--- config.mk ---
export PLATFORM = sky130hd
export DESIGN_NAME = ttt_game_ctrl
export DESIGN_NICKNAME = d
export VERILOG_FILES = /design/src/rtl/ttt_game_ctrl.sv
export SDC_FILE = /design/constraint.sdc
export NUM_CORES = 1
export LEC_CHECK = 0
export BUFFER_PORTS_ARGS = -buffer_cell sky130_fd_sc_hd__buf_2
export CORE_ASPECT_RATIO = 0.75
export CORE_MARGIN = 5
export CORE_UTILIZATION = 44
export CTS_BUF_LIST = sky130_fd_sc_hd__clkbuf_2
export DETAILED_ROUTE_END_ITERATION = 8
export PLACE_DENSITY_LB_ADDON = 0.12
export SLEW_MARGIN = 20
export SYNTH_ARGS = -nofsm -noshare
export SYNTH_HDL_FRONTEND = slang
export SYNTH_SLANG_ARGS = --single-unit
--- constraint.sdc ---
create_clock -name freq -period 7.4 [get_ports freq]
set_input_delay 1.11 -clock freq [delete_from_list [all_inputs] [get_ports freq]]
set_output_delay 1.11 -clock freq [all_outputs]
set_load 0.01 [all_outputs]
--- src/rtl/ttt_game_ctrl.sv ---
// ttt_game_ctrl: tic-tac-toe game sequencer between the keypad decoder and the
// dot-matrix display driver. Validates cell-select key events, writes the board,
// scans the eight winning lines one per cycle and reports win/draw/illegal move.
//
// Ports:
//   freq       in   system clock, rising edge
//   rst        in   synchronous active-low reset
//   key_valid  in   keypad strobe (level); an event is a 0->1 transition
//   key_code   in   1..9 cell (row-major), KEY_RESTART clears the game
//   board      out  cell i at bits [2i+1:2i]; 0 empty, 1 X, 2 O
//   turn       out  player to move next (1 or 2)
//   winner     out  0 none, 1 X, 2 O, 3 draw
//   game_over  out  high once the game has ended
//   move_err   out  one-cycle pulse on a rejected move
//   busy       out  high while a move is being checked, written or evaluated
module ttt_game_ctrl #(
  parameter logic [1:0] FIRST_PLAYER = 2'd1,
  parameter logic [3:0] KEY_RESTART  = 4'hF
) (
  input  logic        freq,
  input  logic        rst,
  input  logic        key_valid,
  input  logic [3:0]  key_code,
  output logic [17:0] board,
  output logic [1:0]  turn,
  output logic [1:0]  winner,
  output logic        game_over,
  output logic        move_err,
  output logic        busy
);

  localparam int unsigned BOARD_W = 18;
  localparam int unsigned CODE_W  = 4;
  localparam int unsigned CNT_W   = 4;
  localparam int unsigned IDX_W   = 3;

  typedef enum logic [2:0] {
    S_IDLE,
    S_CHECK,
    S_WRITE,
    S_EVAL,
    S_OVER
  } state_e;

  state_e              state_q, state_d;
  logic [BOARD_W-1:0]  board_q, board_d;
  logic [1:0]          turn_q, turn_d;
  logic [1:0]          winner_q, winner_d;
  logic                over_q, over_d;
  logic                err_q, err_d;
  logic                err_pend_q, err_pend_d;
  logic                busy_q, busy_d;
  logic [CODE_W-1:0]   code_q, code_d;
  logic [CNT_W-1:0]    count_q, count_d;
  logic [IDX_W-1:0]    idx_q, idx_d;
  logic                key_hist_q;

  logic                key_evt_c;
  logic                restart_c;
  logic                cell_evt_c;
  logic                code_ok_c;
  logic [CODE_W-1:0]   cell_idx_c;
  logic [1:0]          cell_val_c;
  logic [11:0]         line_c;
  logic                line_win_c;

  // Cell indices {a,b,c} of winning line i, in scan order
  function automatic logic [11:0] line_cells(input logic [IDX_W-1:0] i);
    case (i)
      3'd0:    return {4'd0, 4'd1, 4'd2};
      3'd1:    return {4'd3, 4'd4, 4'd5};
      3'd2:    return {4'd6, 4'd7, 4'd8};
      3'd3:    return {4'd0, 4'd3, 4'd6};
      3'd4:    return {4'd1, 4'd4, 4'd7};
      3'd5:    return {4'd2, 4'd5, 4'd8};
      3'd6:    return {4'd0, 4'd4, 4'd8};
      default: return {4'd2, 4'd4, 4'd6};
    endcase
  endfunction

  // Rising-edge event detect; history is forced high in reset so a held key is ignored
  assign key_evt_c  = key_valid & ~key_hist_q;
  assign restart_c  = key_evt_c & (key_code == KEY_RESTART);
  assign cell_evt_c = key_evt_c & ~restart_c;

  // Latched code decode; out-of-range codes are steered to cell 0 to keep the select in range
  assign code_ok_c  = (code_q >= 4'd1) && (code_q <= 4'd9);
  assign cell_idx_c = code_ok_c ? CODE_W'(code_q - 4'd1) : '0;
  assign cell_val_c = board_q[{cell_idx_c, 1'b0} +: 2];

  // Current line under test; turn is never 0 so empty cells cannot match
  assign line_c     = line_cells(idx_q);
  assign line_win_c = (board_q[{line_c[11:8], 1'b0} +: 2] == turn_q) &&
                      (board_q[{line_c[7:4],  1'b0} +: 2] == turn_q) &&
                      (board_q[{line_c[3:0],  1'b0} +: 2] == turn_q);

  // Next-state and output logic
  always_comb begin
    state_d    = state_q;
    board_d    = board_q;
    turn_d     = turn_q;
    winner_d   = winner_q;
    over_d     = over_q;
    err_d      = 1'b0;
    err_pend_d = 1'b0;
    code_d     = code_q;
    count_d    = count_q;
    idx_d      = idx_q;

    case (state_q)
      S_IDLE: begin
        if (cell_evt_c) begin
          code_d  = key_code;
          state_d = S_CHECK;
        end
      end
      S_CHECK: begin
        if (code_ok_c && (cell_val_c == 2'd0)) begin
          state_d = S_WRITE;
        end else begin
          err_d   = 1'b1;
          state_d = S_IDLE;
        end
      end
      S_WRITE: begin
        board_d[{cell_idx_c, 1'b0} +: 2] = turn_q;
        count_d = CNT_W'(count_q + 4'd1);
        idx_d   = '0;
        state_d = S_EVAL;
      end
      S_EVAL: begin
        if (line_win_c) begin
          winner_d = turn_q;
          over_d   = 1'b1;
          state_d  = S_OVER;
        end else if (idx_q == 3'd7) begin
          if (count_q == 4'd9) begin
            winner_d = 2'd3;
            over_d   = 1'b1;
            state_d  = S_OVER;
          end else begin
            turn_d  = (turn_q == 2'd1) ? 2'd2 : 2'd1;
            state_d = S_IDLE;
          end
        end else begin
          idx_d = IDX_W'(idx_q + 3'd1);
        end
      end
      S_OVER: begin
        // Moves after the game ends are rejected one cycle later, like a failed CHECK
        err_d      = err_pend_q;
        err_pend_d = cell_evt_c;
      end
      default: state_d = S_IDLE;
    endcase

    // Restart wins over everything, including an EVAL in progress
    if (restart_c) begin
      state_d    = S_IDLE;
      board_d    = '0;
      turn_d     = FIRST_PLAYER;
      winner_d   = 2'd0;
      over_d     = 1'b0;
      err_d      = 1'b0;
      err_pend_d = 1'b0;
      count_d    = '0;
      idx_d      = '0;
    end

    busy_d = (state_d == S_CHECK) || (state_d == S_WRITE) || (state_d == S_EVAL);
  end

  // State and output registers
  always_ff @(posedge freq) begin
    if (!rst) begin
      state_q    <= S_IDLE;
      board_q    <= '0;
      turn_q     <= FIRST_PLAYER;
      winner_q   <= 2'd0;
      over_q     <= 1'b0;
      err_q      <= 1'b0;
      err_pend_q <= 1'b0;
      busy_q     <= 1'b0;
      code_q     <= '0;
      count_q    <= '0;
      idx_q      <= '0;
      key_hist_q <= 1'b1;
    end else begin
      state_q    <= state_d;
      board_q    <= board_d;
      turn_q     <= turn_d;
      winner_q   <= winner_d;
      over_q     <= over_d;
      err_q      <= err_d;
      err_pend_q <= err_pend_d;
      busy_q     <= busy_d;
      code_q     <= code_d;
      count_q    <= count_d;
      idx_q      <= idx_d;
      key_hist_q <= key_valid;
    end
  end

  assign board     = board_q;
  assign turn      = turn_q;
  assign winner    = winner_q;
  assign game_over = over_q;
  assign move_err  = err_q;
  assign busy      = busy_q;

endmodule

## Word level (Yosys, flattened, before mapping)

Cells that the tools add are included.
Widths: inputs -> output; s select.

| operators by class | value |
|---|---|
| reduce and logical (&&, ||, !) cells | 18 |
| muxes and demuxes | 22 |
| equal/unequal tests | 22 |
| magnitude comparators | 2 |
| shifts and indexed selects | 6 |
| $add $sub $neg | 4 |
| bitwise gates (word level) | 9 |

Operator list:

| kind | number |
|---|---|
| $pmux 11 s7 | 1 |
| $shiftx 18x6->2 | 4 |
| $mux 3 | 7 |
| $bwmux 18 | 1 |
| $eq 3x2->1 const B | 6 |
| $shift 2x7->18 const A | 1 |
| $shiftx 2x7->18 | 1 |
| $eq 3x3->1 const B | 5 |
| $pmux 3 s5 | 1 |
| $mux 2 | 5 |
| $eq 3x1->1 const B | 3 |
| $eq 4x4->1 const B | 2 |
| $neg 5->7 | 1 |
| $eq 2x2->1 | 3 |
| $logic_not 3->1 | 2 |
| $not 1->1 | 6 |
| $pmux 3 s2 | 1 |
| $reduce_and 3->1 | 2 |
| $reduce_bool 2->1 | 3 |
| $add 4x1->4 const B | 1 |
| $ge 4x1->1 const B | 1 |
| $le 4x4->1 const B | 1 |
| $logic_and 1x1->1 | 4 |
| $mux 1 | 4 |
| other kinds (13) | 17 |

| storage, ports and cells | value |
|---|---|
| register bits after elaboration | 41 |
| word-level logic and storage cells | 95 |
| output and inout port bits | 25 |

## Longest topological paths before layout

Gate-level depths: netlist of the first run.

| logic depth | value |
|---|---|
| word-level depth | 12 |
| depth in mapped cells | 13 |
| depth with buffers taken out | 12 |

## Worst setup path before layout of the first run

OpenSTA, ideal clock, no wires.

| path | value |
|---|---|
| path type | register to register |
| start point | register code_q[0] |
| end point | register board_q[8] (netlist: board[8]) |
| path slack | 4719 ps |
| period minus slack after synthesis | 2681 ps |
| buffers on the path | 1 |
| required time | 7272 ps |
| arrival time | 2554 ps |
| cell stages (with the launch flop) | 13 |
| cell sequence | dfxtp_1 inv_1 ha_1 buf_2 o21bai_1 a211oi_2 inv_1 ha_1 xnor2_1 nor3_1 and3_1 mux2i_1 nor2_1 |

| between the ends | value |
|---|---|
| word-level cells in the longest chain between the ends | 6 |
| elaborated cells on any way between the ends | 9 |

Ends and longest elaborated chain:

| item | line | RTL |
|---|---|---|
| from (decl) | 53 | `logic [CODE_W-1:0] code_q, code_d;` |
| from (signal assigned) | 197 | `code_q <= code_d;` |
| $ge 4x1->1 / $le 4x4->1 (equally long branches) | 87 | `assign code_ok_c = (code_q >= 4'd1) && (code_q <= 4'd9);` |
| $logic_and 1x1->1 | 87 |  |
| $mux 4 * | 88 | `assign cell_idx_c = code_ok_c ? CODE_W'(code_q - 4'd1) : '0;` |
| $neg 5->7 * | 126 | `board_d[{cell_idx_c, 1'b0} +: 2] = turn_q;` |
| $shiftx 2x7->18 / $shift 2x7->18 (equally long branches) | 126 |  |
| $bwmux 18 * | 126 |  |
| to (signal assigned) | 190 | `board_q <= board_d;` |
| to (decl) | 46 | `logic [BOARD_W-1:0] board_q, board_d;` |

Mark *: on every way between the ends. The rest lies on a longest branch, timed or not.
A chain may end at the register's enable or synchronous reset.

## Worst setup path in the final report of the first run

| path | value |
|---|---|
| start point | register code_q[0] |
| end point | register board_q[9] (netlist: board[9]) |

The elaborated chain is that of the path after synthesis.

==> results.yml, run 1 <==
status:
  status: "finished clean"
yosys:
  synthMuxAreaShare_pct: 13.5
  synthArstFlopShare_pct: 0
  synth-compound-area-share_pct: 19.0
  yosys_warnings: 0
  yosys.area_share.simple_pct: 25.5
  ys_seq_area_share_pct: 29.8
  synth.distinct_cells: 65
  synthAdderAreaFrac_pct: 5.91
  synth_fp_nets: 345
  syn_area_per_cell_um2: 8.47
  synth_top_family_by_area: "simple AND/OR/NAND/NOR gates"
  yosys_register_bits: 41
  synth_edf_count: 0
  syn_inst: 325
  ys_dominant_reg_cell: "dfxtp_1"
  synth_xor_area_share_pct: 1.59
  synth_area_um2: 2750
floorplanning:
  die_area_um2: 7950
  rows: 25
  die_h_um: 78.5
  die_w_um: 101
  core_area_um2: 6190
  initial_utilization_pct: 44.4
  io_pins: 32
grt:
  antenna_found_initial: 0
  gr-total-overflow: 0
  grt_max_degree: 35
  grt_use_total_pct: 17.9
  grt_pass1_wl_mm: 11.5
  grt_pass1_vias: 2265
sta:
  drv_slew: 0
  fin_crit_sh_pct: 47.7
  min_period_ps: 3530
  fmax_mhz: 283
  final-hold-violation-count: 0
  worstMarginPinSlew_ps: 730
  skew_ps: 26.7
  slew_headroom_pct: 51.3
  rsz0062_at_grt: "no"
  fin_setup_tns_ps: 0
  setup_ws_ps: 3870
  setup_viol: 0
pwr:
  sequentialPowerShare_pct: 53.7
  p_per_area_nw_per_um2: 139
  pwr-share-comb_pct: 13.6
  power.internal_uw: 305
  total_power_uw: 421
  ir_drop_mv: 0.0646
  power.leakage_uw: 0.00120
  p_switching_uw: 115
  clkPwrFrac_pct: 32.7
  switching_share_pct: 27.4
drt:
  routed_wl_mm: 7.03
  drt-vias-per-instance: 5.81
  drt_iter0_markers: 121
  antenna_left: 0
  num_vias: 2511
  route.detailed.drc: 0
  wl_per_cell_um: 16.3
  firstDrtPassIters: 4
layout:
  seq_area_um2: 821
  multi_input_area_um2: 1800
  fill_cells: 651
  fin_area_um2: 3020
  drive_gt1_share_pct: 16.0
  area_growth_syn_to_layout_pct: 9.69
  diodes: 0
  nets: 370
setup_path:
  cp_num_cells: 11
  cp_max_fo: 11
  endpoint_kind: "flop"
  crit_family: "simple AND/OR/NAND/NOR gates"
  r2r_cells: 11
  critPathMaxStageDelay_ps: 530
  cpMaxStageDelayCell: "dfxtp_1"
  crit_path_start_kind: "flop"
  crit_required_ps: 7690
  cp_cell_sequence: "inv_1 -> ha_1 -> nor4b_1 -> a211oi_2 -> inv_1 -> ha_1 -> xnor2_1 -> nor3_1 -> and3_1 -> mux2i_1 -> nor2_1"
  worst-setup-path-type: "reg2reg"
  cp.arrival_ps: 3820
  path_buf_inv: 2
place:
  dp_hpwl_mm: 5.28
  postPlaceCellArea_um2: 2950
  post-place-ws_ps: 3980
  gp_routability_congestion: 0.850
  io_buffers: 31
clock_tree:
  cts_tree: "built"
  cts_buffers: 5
  clk_pin_slew_ps: 220
  htree_levels: 2
  post_cts_buffers: 0
  ctsHoldBuffers: 0
  cts_root_buffer: "clkbuf_2"
  clock_latency_ps: 400
  cts.sinks: 41
  clockBufferDepth: 2
  cts-resized-gates: 0
hold_path:
  hold_path_class: "reg2reg"
  min_path_cells: 2
job:
  cap_violations: 0
-- cell families (layout without fill, tap and decap cells) --
logic type | after synthesis | count (layout)
simple gates | 132 | 132
buf+inv | 30 | 56
compound gates | 70 | 70
flops | 41 | 41
xor+xnor | 5 | 5
mux | 34 | 34
fa+ha+maj | 13 | 13
-- per-stage QoR --
stage	std cells	util [%]	hold slack (ps)
after detailed placement	424	47.6	441
after global routing	432	48.7	509
after floorplan	325	-	469
after CTS	432	48.7	473
after global placement	424	47.6	431
final	432	48.7	466
-- cells in the mapped netlist, types with 6 or more instances --
cell	number	area share, %
nor2_1	44	6.0
dfxtp_1	41	30
mux2i_1	31	11
inv_1	16	2.2
ha_1	13	5.9
nand2_1	13	1.8
nor2b_1	13	3.0
nor3_1	12	2.2
a21oi_1	10	1.8
o21ai_0	8	1.5
clkbuf_1	7	0.96
nand4_1	7	1.6
and2_1	6	1.4
-- power by group through the flow --
stage	clock [uW]	sequential, uW	combinational, uW
global route	152	227	63.2
detailed placement	0	230	55.8
CTS	141	226	56.2
finish	138	226	57.1
global placement	0	230	55.5
floorplan	0	229	43.2
-- area by class of cell --
class / count / share of cell area, %
repair buffers: 32 / 5.39
clock inverters: 2 / 1.29
inverters: 16 / 1.99
multi-input cells: 254 / 59.8
well taps: 81 / 3.36
flip-flops and latches: 41 / 27.2
clock buffers: 6 / 0.995
-- sequential cells by signal (all words and copies together), names as in the netlist --
name	flops
key_hist_q	1
idx_q	3
move_err	1
code_q	4
game_over	1
board	18
state_q	3
winner	2
busy	1
turn	2
count_q	4
err_pend_q	1
-- metal layers --
layer	track usage, %	vias to the layer above	part of all wire [%]
met1	25.6	1189	50
met3	3.37	8	5.1
met4	4.25	0	1.1
met2	27.7	76	44
li1	-	1238	-
met5	0	-	0
-- worst reg2reg max path, stage by stage, from the launching register on --
cell      delay, ps
dfxtp_1         530
inv_1           130
ha_1            340
nor4b_1         220
a211oi_2        530
inv_1           250
ha_1            330
xnor2_1         150
nor3_1          420
and3_1          290
mux2i_1         200
nor2_1           50
-- cells in the final DEF, fill, tap and decap left out, types with 3 or more instances in the layout --
cell,synthesis,routed
ha_1,13,13
and2_1,6,6
xnor2_1,4,4
and3_1,5,5
nand2_1,13,13
a21oi_1,10,10
a31oi_1,5,5
nor2_1,44,44
o21ai_1,4,3
nand3_1,5,5
clkbuf_2,0,6
nand4_1,7,7
a211oi_1,5,5
nand2b_1,5,5
mux2i_1,31,31
o21ai_0,8,8
buf_2,5,31
or2_2,3,3
nor3b_1,5,5
o21a_1,5,5
dfxtp_1,41,41
nor2b_1,13,13
inv_1,16,16
o211ai_1,4,4
nor3_1,12,12
-- final timing paths --
| kind | startpoint | endpoint | slack [ps] |
|---|---|---|---|
| worst max-delay path | code_q[0] | board[9] | 3870 |
| worst min-delay path | game_over | game_over | 470 |
| worst max register to register | code_q[0] | board[9] | 3870 |
| worst min register to register | game_over | game_over | 470 |
Power figures use the tool's default switching activity.
==> inputs of run 2 (changes only) <==
--- a/config.mk
+++ b/config.mk
@@ -5,6 +5,7 @@
 export SDC_FILE = /design/constraint.sdc
 export NUM_CORES = 1
 export LEC_CHECK = 0
+export ABC_AREA = 1
 export BUFFER_PORTS_ARGS = -buffer_cell sky130_fd_sc_hd__buf_2
 export CORE_ASPECT_RATIO = 0.75
 export CORE_MARGIN = 5
==> constraint.sdc (replaced) <==
create_clock -name freq -period 3.5 [get_ports freq]
set_input_delay 0.525 -clock freq [delete_from_list [all_inputs] [get_ports freq]]
set_output_delay 0.525 -clock freq [all_outputs]
set_load 0.01 [all_outputs]
==> run 2 against run 1 <==
Clock power rose by 100%. Via count is 16% higher. Clock skew is 15 ps lower. Utilization rose by 1.2 points. Total power up 120%. Critical path depth stayed put. Non-clock buffer count is 1 higher.
==> results.yml, run 2 <==
status:
  status: "finished clean"
yosys:
  synth_top_family_by_area: "simple AND/OR/NAND/NOR gates"
  synthAdderAreaFrac_pct: 5.60
  ys_dominant_reg_cell: "dfxtp_1"
  yosys_register_bits: 41
  yosysMostFrequentCell: "nand2_1"
  synth_xor_area_share_pct: 0.905
  synthArstFlopShare_pct: 0
  netlist_top_cells_area: "dfxtp_1, nand3_1, nand2_1"
  synth_edf_count: 0
  yosys.area_share.simple_pct: 40.4
  synth-compound-area-share_pct: 12.9
  synth_top_area_share_pct: 28.3
  synth_top_cell_by_area: "dfxtp_1"
  synthTopCellsByCount: "nand2_1, nand3_1, inv_1"
  synthMuxAreaShare_pct: 0
  synth_fp_nets: 460
  syn_area_per_cell_um2: 6.60
  yosys_warnings: 0
  synth.distinct_cells: 38
  ys_seq_area_share_pct: 28.3
  synth_area_um2: 2900
  syn_inst: 440
floorplanning:
  die_w_um: 104
  die_area_um2: 8340
  initial_utilization_pct: 45.7
  io_pins: 32
  rows: 25
  die_h_um: 80.3
  core_area_um2: 6350
drt:
  num_vias: 2910
  routed_wl_mm: 7.88
  antenna_left: 0
  route.detailed.drc: 0
  drt_iter0_markers: 179
  drt-vias-per-instance: 5.27
  wl_per_cell_um: 14.3
  firstDrtPassIters: 5
sta:
  rsz0062_at_grt: "no"
  fin_crit_sh_pct: 82.9
  fmax_mhz: 345
  drv_slew: 0
  skew_ps: 11.7
  setup_ws_ps: 599
  worstMarginPinSlew_ps: 754
  min_period_ps: 2900
  slew_headroom_pct: 49.4
  fin_setup_tns_ps: 0
  final-hold-violation-count: 0
  setup_viol: 0
layout:
  fin_area_um2: 3170
  area_growth_syn_to_layout_pct: 9.27
  layout_commonest_cell: "nand2_1"
  final_cells: 552
  diodes: 0
  layout_common_cells: "nand2_1, nand3_1, inv_1"
  fill_cells: 674
  fin_util_pct: 50.0
  nets: 490
  drive_gt1_share_pct: 17.0
  largest_reg_flops: 18
grt:
  grt_pass1_wl_mm: 13.1
  grt_max_degree: 23
  grt_pass1_vias: 2646
  gr-total-overflow: 0
  grt_use_total_pct: 19.1
  antenna_found_initial: 0
setup_path:
  endpoint_kind: "flop"
  reg2reg_slack_ps: 600
  worst-setup-path-type: "reg2reg"
  crit_path_start_kind: "flop"
  crit_required_ps: 3830
  cp_max_fo: 13
  cp.arrival_ps: 3230
job:
  cap_violations: 0
place:
  dp.cells: 544
  postPlaceCellArea_um2: 3110
  dp_hpwl_mm: 6.29
  gp_routability_congestion: 0.932
  io_buffers: 31
  post-place-ws_ps: 662
clock_tree:
  clockBufferDepth: 2
  cts.sinks: 41
  cts_tree: "built"
  cts_buffers: 5
  clock_latency_ps: 380
  cts-resized-gates: 0
  post_cts_buffers: 0
  cts_root_buffer: "clkbuf_2"
  clk_pin_slew_ps: 210
  htree_levels: 2
  ctsHoldBuffers: 0
pwr:
  ir_drop_mv: 0.161
  p_per_area_nw_per_um2: 297
  power.leakage_uw: 0.00146
hold_path:
  hold_path_class: "in2reg"
## run 2: changes by cell type after synthesis, moves of 13 or more
cell	change
nor2b_1	-13
nand3_1	+70
a21oi_1	+22
nand2_1	+65
nor2_1	-20
o21ai_0	+13
mux2i_1	-31
nand2_2	+14
inv_1	+50
## run 2: worst max-delay path: stages (launching register included)
cell,delay (ps)
dfxtp_1,380
inv_1,90
ha_1,240
nand3_1,110
nand3_2,160
nand2_1,380
inv_1,220
ha_1,440
inv_1,120
nor4_2,440
o21ai_0,130
a21oi_1,140
## run 2: layer usage
| metal | track usage (%) | up-vias | part of all wire, % |
|---|---|---|---|
| met5 | 0 | - | 0 |
| met4 | 2.20 | 0 | 0.36 |
| met2 | 29.5 | 76 | 41 |
| li1 | - | 1514 | - |
| met3 | 3.53 | 4 | 7.5 |
| met1 | 28.4 | 1316 | 51 |
## run 2: final timing paths
check / start / end / cells past startpoint
worst max-delay path: code_q[0] / board[1] / 11
worst min register to register: game_over / game_over / 2
worst min-delay path: key_valid / key_hist_q / 3
worst max register to register: code_q[0] / board[1] / 11
## run 2: power by group
| group | internal (uW) | leakage, uW | switching [uW] | total [uW] |
|---|---|---|---|---|
| sequential | 473 | 0.000331 | 3.44 | 476 |
| clock | 122 | 0.0000406 | 155 | 277 |
| combinational | 55.5 | 0.00108 | 134 | 189 |
| total | 650 | 0.00146 | 292 | 942 |
## run 2: per-stage QoR
step / power (uW) / hold WS, ps
2_1_floorplan: 630 / 454
4_1_cts: 944 / 317
3_5_place_dp: 670 / 443
5_1_grt: 999 / 318
6_report: 942 / 337
3_3_place_gp: 672 / 437
## run 2: layout make-up
type / instances / area (um2) / share of cell area [%]
multi-input combinational: 316 / 1740 / 54.8
clock inverter: 2 / 33.8 / 1.07
timing repair buffer: 33 / 170 / 5.36
inverter: 73 / 279 / 8.80
tap: 81 / 101 / 3.20
sequential: 41 / 821 / 25.9
clock buffer: 6 / 30.0 / 0.947
## run 2: logic make-up (layout without fill, tap and decap cells)
group,after synthesis,count (layout)
compound gates,69,69
buf+inv,83,114
fa+ha+maj,13,13
simple gates,231,231
xor+xnor,3,3
flops,41,41
